## src/rtl/l2arb_pkg.sv

```systemverilog
// l2arb_pkg
// Shared definitions for the L2 port arbiter slice.
//   state_t          : arbiter FSM states (IDLE / BURST / TURN)
//   M_IFETCH, M_DATA : owner index of the instruction-fetch and data masters
//   DIR_READ, DIR_WRITE : latched burst direction encoding
//   dir_of()         : direction taken from a master's request pair (read wins)
package l2arb_pkg;

  typedef enum logic [1:0] {
    IDLE  = 2'd0,
    BURST = 2'd1,
    TURN  = 2'd2
  } state_t;

  localparam logic M_IFETCH  = 1'b0;
  localparam logic M_DATA    = 1'b1;

  localparam logic DIR_READ  = 1'b0;
  localparam logic DIR_WRITE = 1'b1;

  // A master raising rreq and wreq together is treated as a read.
  function automatic logic dir_of(input logic rreq);
    return rreq ? DIR_READ : DIR_WRITE;
  endfunction

endpackage

```

## src/rtl/l2arb_pick.sv

```systemverilog
// l2arb_pick
// Two-request picker used when the arbiter is idle.
// Configuration macro: L2ARB_FIXED_PRIO_EN
//   undefined : round-robin; on a tie the master not granted last wins,
//               and the last-grant pointer resets to m1 so m0 wins first.
//   defined   : fixed priority; m1 (data) always wins, no pointer kept.
// Ports:
//   clk      in  clock, rising edge
//   reset    in  asynchronous active-low reset
//   req0     in  m0 (instruction fetch) has a request pending
//   req1     in  m1 (data) has a request pending
//   grant_en in  a grant is being issued this cycle (updates the pointer)
//   pick     out index of the winning master
module l2arb_pick
  import l2arb_pkg::*;
(
  input  logic clk,
  input  logic reset,
  input  logic req0,
  input  logic req1,
  input  logic grant_en,
  output logic pick
);

`ifdef L2ARB_FIXED_PRIO_EN

  // m1 wins whenever it asks; m0 only gets the port when m1 is quiet.
  assign pick = req1 ? M_DATA : M_IFETCH;

  logic unused_inputs;
  assign unused_inputs = &{1'b0, clk, reset, req0, grant_en};

`else

  logic last_grant;

  always_ff @(posedge clk or negedge reset) begin
    if (!reset) begin
      last_grant <= M_DATA;
    end else if (grant_en) begin
      last_grant <= pick;
    end
  end

  always_comb begin
    pick = M_IFETCH;
    if (req0 && req1) begin
      pick = ~last_grant;
    end else if (req1) begin
      pick = M_DATA;
    end
  end

`endif

endmodule

```

## src/rtl/l2_port_arbiter.sv

```systemverilog
// l2_port_arbiter
// Shares the single L2Cache service port between the instruction-fetch miss
// handler (m0) and the data miss handler (m1). One whole burst is granted at a
// time; the arbiter generates per-word addresses and a per-word acknowledge.
// Configuration macro: L2ARB_FIXED_PRIO_EN (m1 always wins simultaneous
// requests); when undefined the masters are served round-robin.
// Ports (N = 0,1):
//   clk, reset            clock (rising edge), async active-low reset
//   mN_rreq / mN_wreq     in  read / write request, held for the burst
//   mN_addr               in  burst base byte address (word aligned)
//   mN_burst_size         in  words in burst, 0 means 1
//   mN_wdata              in  write word for the current beat
//   mN_rdata              out l2_rdata passthrough
//   mN_ack                out beat transferred this cycle
//   mN_busy               out low only when mN owns the port and a beat completes
//   l2_addr               out base + 4*beat
//   l2_burst_size         out words remaining including the current one
//   l2_wdata              out owner's write word
//   l2_rreq / l2_wreq     out request to L2Cache
//   l2_rdata              in  read data from L2Cache
//   l2_busy               in  L2Cache is not completing a beat this cycle
module l2_port_arbiter
  import l2arb_pkg::*;
#(
  parameter int ADDR_W  = 32,
  parameter int DATA_W  = 32,
  parameter int BURST_W = 5
) (
  input  logic               clk,
  input  logic               reset,
  input  logic               m0_rreq,
  input  logic               m0_wreq,
  input  logic [ADDR_W-1:0]  m0_addr,
  input  logic [BURST_W-1:0] m0_burst_size,
  input  logic [DATA_W-1:0]  m0_wdata,
  output logic [DATA_W-1:0]  m0_rdata,
  output logic               m0_ack,
  output logic               m0_busy,
  input  logic               m1_rreq,
  input  logic               m1_wreq,
  input  logic [ADDR_W-1:0]  m1_addr,
  input  logic [BURST_W-1:0] m1_burst_size,
  input  logic [DATA_W-1:0]  m1_wdata,
  output logic [DATA_W-1:0]  m1_rdata,
  output logic               m1_ack,
  output logic               m1_busy,
  output logic [ADDR_W-1:0]  l2_addr,
  output logic [BURST_W-1:0] l2_burst_size,
  output logic [DATA_W-1:0]  l2_wdata,
  output logic               l2_rreq,
  output logic               l2_wreq,
  input  logic [DATA_W-1:0]  l2_rdata,
  input  logic               l2_busy
);

  state_t             state;
  state_t             state_nx;
  logic               owner;
  logic               dir;
  logic [ADDR_W-1:0]  base;
  logic [BURST_W-1:0] len;
  logic [BURST_W-1:0] beat;

  logic               m0_req;
  logic               m1_req;
  logic               pick;
  logic               grant;
  logic               sel_rreq;
  logic [ADDR_W-1:0]  sel_addr;
  logic [BURST_W-1:0] sel_size;
  logic               owner_rreq;
  logic               owner_wreq;
  logic               held;
  logic               last_beat;
  logic               beat_done;
  logic               in_burst;

  assign m0_req = m0_rreq | m0_wreq;
  assign m1_req = m1_rreq | m1_wreq;

  // Non-owner requests are only looked at here, in IDLE.
  assign grant  = (state == IDLE) && (m0_req || m1_req);

  l2arb_pick u_pick (
    .clk      (clk),
    .reset    (reset),
    .req0     (m0_req),
    .req1     (m1_req),
    .grant_en (grant),
    .pick     (pick)
  );

  assign sel_rreq   = (pick == M_DATA) ? m1_rreq       : m0_rreq;
  assign sel_addr   = (pick == M_DATA) ? m1_addr       : m0_addr;
  assign sel_size   = (pick == M_DATA) ? m1_burst_size : m0_burst_size;

  assign owner_rreq = (owner == M_DATA) ? m1_rreq : m0_rreq;
  assign owner_wreq = (owner == M_DATA) ? m1_wreq : m0_wreq;

  // Only the request line matching the latched direction keeps the burst
  // alive; the other line of the owner is ignored until the next grant.
  assign held       = (dir == DIR_READ) ? owner_rreq : owner_wreq;
  assign in_burst   = (state == BURST);
  assign last_beat  = (beat == (len - BURST_W'(1)));
  assign beat_done  = (l2_rreq || l2_wreq) && !l2_busy;

  // State register; async reset drops any burst in flight.
  always_ff @(posedge clk or negedge reset) begin
    if (!reset) begin
      state <= IDLE;
    end else begin
      state <= state_nx;
    end
  end

  // Next state and L2 request strobes. Requests are gated combinationally by
  // the owner's live request so an abort removes them in the same cycle.
  always_comb begin
    state_nx = state;
    l2_rreq  = 1'b0;
    l2_wreq  = 1'b0;
    case (state)
      IDLE: begin
        if (m0_req || m1_req) begin
          state_nx = BURST;
        end
      end
      BURST: begin
        l2_rreq = (dir == DIR_READ)  && owner_rreq;
        l2_wreq = (dir == DIR_WRITE) && owner_wreq;
        if (!held) begin
          state_nx = TURN;
        end else if (!l2_busy && last_beat) begin
          state_nx = TURN;
        end
      end
      TURN: begin
        state_nx = IDLE;
      end
      default: begin
        state_nx = IDLE;
      end
    endcase
  end

  // Burst context is captured once at grant and then only the beat counter
  // moves, so mid-burst changes of the owner's address/size are ignored.
  always_ff @(posedge clk or negedge reset) begin
    if (!reset) begin
      owner <= M_IFETCH;
      dir   <= DIR_READ;
      base  <= '0;
      len   <= '0;
      beat  <= '0;
    end else if (grant) begin
      owner <= pick;
      dir   <= dir_of(sel_rreq);
      base  <= sel_addr;
      len   <= (sel_size == '0) ? BURST_W'(1) : sel_size;
      beat  <= '0;
    end else if (beat_done) begin
      beat  <= beat + BURST_W'(1);
    end
  end

  // Address/size/wdata are forced to zero outside a burst so the port is
  // quiet between bursts; address arithmetic wraps at 2^ADDR_W.
  assign l2_addr       = in_burst ? (base + {{(ADDR_W-BURST_W-2){1'b0}}, beat, 2'b00}) : '0;
  assign l2_burst_size = in_burst ? (len - beat) : '0;
  assign l2_wdata      = in_burst ? ((owner == M_DATA) ? m1_wdata : m0_wdata) : '0;

  assign m0_ack   = beat_done && (owner == M_IFETCH);
  assign m1_ack   = beat_done && (owner == M_DATA);
  assign m0_busy  = !m0_ack;
  assign m1_busy  = !m1_ack;

  assign m0_rdata = l2_rdata;
  assign m1_rdata = l2_rdata;

endmodule

```

## config.mk

```make
export PLATFORM = sky130hd
export DESIGN_NAME = l2_port_arbiter
export DESIGN_NICKNAME = d
export VERILOG_FILES = /design/src/rtl/l2arb_pkg.sv /design/src/rtl/l2arb_pick.sv /design/src/rtl/l2_port_arbiter.sv
export SDC_FILE = /design/constraint.sdc
export NUM_CORES = 1
export LEC_CHECK = 0
export BUFFER_PORTS_ARGS = -buffer_cell sky130_fd_sc_hd__buf_2
export CORE_AREA = 3 3 123 125
export CTS_BUF_LIST = sky130_fd_sc_hd__clkbuf_16
export DETAILED_ROUTE_END_ITERATION = 10
export DIE_AREA = 0 0 126 128
export SYNTH_ARGS = -nofsm -noshare
export SYNTH_HDL_FRONTEND = slang
export SYNTH_HIERARCHICAL = 1
export SYNTH_SLANG_ARGS = --single-unit
```

## constraint.sdc

```tcl
create_clock -name clk -period 3 [get_ports clk]
set_input_delay 0.15 -clock clk [delete_from_list [all_inputs] [get_ports clk]]
set_output_delay 0.15 -clock clk [all_outputs]
set_load 0.02 [all_outputs]
```

* Word-level counts from Yosys, hierarchy flattened
Index checks and enable logic that the tools add are counted.
Operators by class: add/subtract/negate cells 4, eq/ne operators 4, mux-type cells 22, bitwise gates (word level) 5, reduce and logical (&&, ||, !) cells 17
Operators by type and width (count):
- $mux W32 | 4
- $add A32 B7 Y32 | 1
- $mux W5 | 5
- $mux W1 | 9
- $logic_and A1 B1 Y1 | 8
- $mux W2 | 3
- $add A5 B1 Y5 const B | 1
- $eq A5 B5 Y1 | 1
- $logic_not A5 Y1 | 1
- $sub A5 B1 Y5 const B | 1
- $sub A5 B5 Y5 | 1
- $pmux W2 S2 | 1
- $logic_not A1 Y1 | 3
- $ne A3 B2 Y1 const B | 1
- $not A1 Y1 | 3
- $eq A2 B1 Y1 const B | 1
- $logic_not A2 Y1 | 1
- $logic_or A1 B1 Y1 | 2
- $ne A2 B1 Y1 const B | 1
- $or A1 B1 Y1 | 2
- $reduce_and A2 Y1 | 1
- $reduce_bool A2 Y1 | 1
Word-level totals: bits in registers 47, bits of input ports 177, output and inout bits 139, logic and storage cells 59

* Depth between registers and ports, before layout
word-level depth 7, depth in mapped cells 9, mapped depth without buffers 8

* By module
Netlist, hierarchy kept.
Modules (own cells, without submodules):
- l2_port_arbiter | times used 1, cells an instance 531, area each 4306.6 um2, sequential area each 1151.1 um2
- l2arb_pick | times used 1, cells an instance 3, area each 52.6 um2, sequential area each 26.3 um2

* Worst setup path before layout
OpenSTA, ideal clock, no wires.
kind register to output, start register beat[0], end output l2_addr[26], data arrival time 2338 ps, data required time 2850 ps, slack 512 ps, stages on the path, launching flop included 10, buffers on the path 1, cells stage by stage dfrtp_1 ha_1 inv_1 fa_1 nor2b_1 o31a_1 buf_2 o211ai_1 or3_1 a21oi_1
On the way: cells in the longest elaborated chain, start to end 2
RTL lines:
- start: declaration | line l2_port_arbiter.sv:62 | logic [BURST_W-1:0] beat;
- start signal: assignment | line l2_port_arbiter.sv:162 | beat <= beat + BURST_W'(1);
- $add A32 B7 Y32 | line l2_port_arbiter.sv:168 | assign l2_addr = in_burst ? (base + {{(ADDR_W-BURST_W-2){1'b0}}, beat, 2'b00}) : '0;
- $mux W32 | line l2_port_arbiter.sv:168
- end: declaration | line l2_port_arbiter.sv:47 | output logic [ADDR_W-1:0] l2_addr,
No other way between the ends.

* Final worst setup path
start register beat[0], end output l2_addr[22]
The elaborated chain is that of the path after synthesis.

==> results.toml <==
[layout]
synthToLayoutAreaGrowth_pct = 23.7
multi_input_area_um2 = 2550
num_antenna_cells = 0
stdcell_area_um2 = 5390
num-nets-final = 871
nFillCells = 1479
regArea_um2 = 1180
drive_above_1_share_pct = 37.5
final_util_pct = 38.5

[route]
wl_met1_mm = 5.57
met2_length_mm = 7.35
viasPerCell = 4.73
vias = 4078
routed.top_layer = "met4"
drtIter0Drc = 109
drt_wl_total_mm = 14.1
wl_per_cell_um = 16.4
wl_met3_mm = 1.10
drt.antenna.violating_nets = 0
first_pass_iters = 4
drc = 0

[pwr]
p_leak_uw = 0.00282
pwr-share-seq_pct = 25.7
clkPwrFrac_pct = 12.9
switching_share_pct = 49.2
power.switching_uw = 2410
vdd_drop_max_uv = 380
powerDensity_nw_per_um2 = 911
intPower_uw = 2500
combPwrFrac_pct = 61.3

[die]
start_util_pct = 31.2
dieHeight_um = 128
core-area_um2 = 14000
io_pins = 316
row_count = 43
die_area_um2 = 16100
die_width_um = 126

[timing]
timing.final.crit_share_pct = 94.7
slew_violations = 0
clock_skew_ps = 3.29
rsz0062_at_grt = "false"
fmax_mhz = 352
relSlewSlack_pct = 34.6
hold_violations = 0
finalCriticalPeriod_ps = 2840
worstMarginPinSlew_ps = 979
finalSetupTns_ps = 0
finalSetupViolations = 0

[global_route]
grt_max_degree = 50
grt_first_pass_wirelength_mm = 21.7
antenna_found_initial = 0
grt_remaining_overflow = 0
grtUsageTotal_pct = 16.7
grt_pass1_vias = 4003

[setup_path]
critPathLaunchType = "flop"
worstPathRequired_ps = 2850
cp_max_fo = 8
crit_arrival_ps = 2690
cp-end-kind = "output port"
criticalPathCategory = "reg2out"

[yosys]
yosysTopAreaCell = "dfrtp_1"
synth_edf_count = 0
yosysSeqAreaShare_pct = 27.0
ys.flop_type = "dfrtp_1"
synth-compound-area-share_pct = 13.3
synth-simple-area-share_pct = 17.7
synth_mux_area_share_pct = 17.6
ys_ff_latch = 47
synth.distinct_cells = 52
synth-xor-area-share_pct = 5.22
syn_nets = 724
ys_top_cells_by_area = "dfrtp_1, mux2i_1, buf_4"
synth_cells = 534
synth_top_area_share_pct = 26.4
ys.warnings.count = 6
synth_top_family_by_area = "simple AND/OR/NAND/NOR gates"
synthTopCellsByCount = "mux2i_1, nor2_1, buf_4"
syn_avg_cell_area_um2 = 8.16
synth.most_common_cell = "mux2i_1"
synth-adder-area-share_pct = 4.08
synthArstFlopShare_pct = 100
synth_area_um2 = 4360

[place]
place_congestion = 0.819
dp_hpwl_mm = 11.6
port_buffers = 219
dpl_cell_area_um2 = 5200

[cts]
cts.sinks = 47
h-tree-depth = 2
clkLatencyLatePin_ps = 280
cts_tree = "yes"
clock-root-buffer = "clkbuf_16"
path_clk_slew_ps = 60
clockBufferDepth = 2
numCtsBuffers = 5

[hold_path]
worstHoldPathType = "in2reg"

[flow_run]
maxCapViolations = 0

[outcome]
status = "complete, no violations"
## power groups by stage
stage	logic, uW	clock network (uW)	registers (uW)
final	3010	635	1260
after detailed placement	3070	0	1270
after global placement	3050	0	1260
after global routing	3360	677	1310
after floorplan	2300	0	1160
after CTS	3080	655	1260
## critical path, cell delays in order, from the launching register on
cell and delay [ps]:
dfrtp_1 440, ha_1 200, inv_1 50, fa_1 390
nor2b_2 170, o31a_1 180, o211ai_1 110, buf_4 190
or3_1 300, a21oi_1 180, buf_2 190
## sequential cells by signal, summed over array words and instances, names as in the netlist
register and count:
owner 1, dir 1, len 5, beat 5
state 2, u_pick/last_grant 1, base 32
## cell families after synthesis
kind of cell,after synthesis
AND/OR/NAND/NOR,171
buffers and inverters,108
AO/OA/AOI/OAI,93
multiplexers,76
flip-flops,47
XOR/XNOR,26
adder cells (fa/ha/maj),13
## area by class of cell
cell class                 count  area share [%]
clock buffer                   5            2.32
sequential                    47            21.9
timing repair buffer         233            22.6
tap                          180            4.18
multi-input combinational    379            47.2
clock inverter                 3           0.789
inverter                      15            1.04
## path summary, 6_finish.rpt
| kind | from | to | slack [ps] | depth (start not counted) |
|---|---|---|---|---|
| max | beat[0] | l2_addr[22] | 160 | 10 |
| min | m0_addr[10] | base[10] | 150 | 3 |
| max reg2reg | u_pick/last_grant | base[5] | 1050 | 4 |
| min reg2reg | base[0] | base[0] | 470 | 2 |
| max in group asynchronous | reset | u_pick/last_grant | 1770 | 3 |
| min in group asynchronous | reset | len[3] | 460 | 2 |
## what timing repair did
action,CTS,global route
endpoints found under the hold margin,31,0
resized for setup,0,1
hold buffers,1,0
buffers inserted,1,0
pin swaps,1,0
endpoints found under the setup margin,1,2
## layout by cell type, fill, tap and decap left out, types with 5 or more instances in the layout
cell type,count
o21ai_0,50
or3_1,5
xor2_1,10
a21oi_1,12
and2_1,6
mux2i_1,73
dfrtp_1,45
nand4_1,5
nand2_1,57
nand3_1,7
ha_1,11
buf_4,12
buf_2,219
clkbuf_16,5
xnor2_1,16
inv_1,15
nor2_1,67
## metal layers
metal  vias to the layer above  global-route usage (%)
met4                         0                    2.40
li1                       2063                       -
met5                         -                       0
met2                       195                    31.0
met3                         8                    3.83
met1                      1812                    20.1
## per-stage QoR
step,total power (uW),hold slack [ps],setup WS [ps],std cells
final,4910,150,158,862
after global placement,4310,260,351,852
after CTS,5000,146,78.3,862
after floorplan,3460,-146,512,534
after global routing,5360,164,2.87,862
after detailed placement,4340,259,299,852
(Power assumes the default switching activity.)
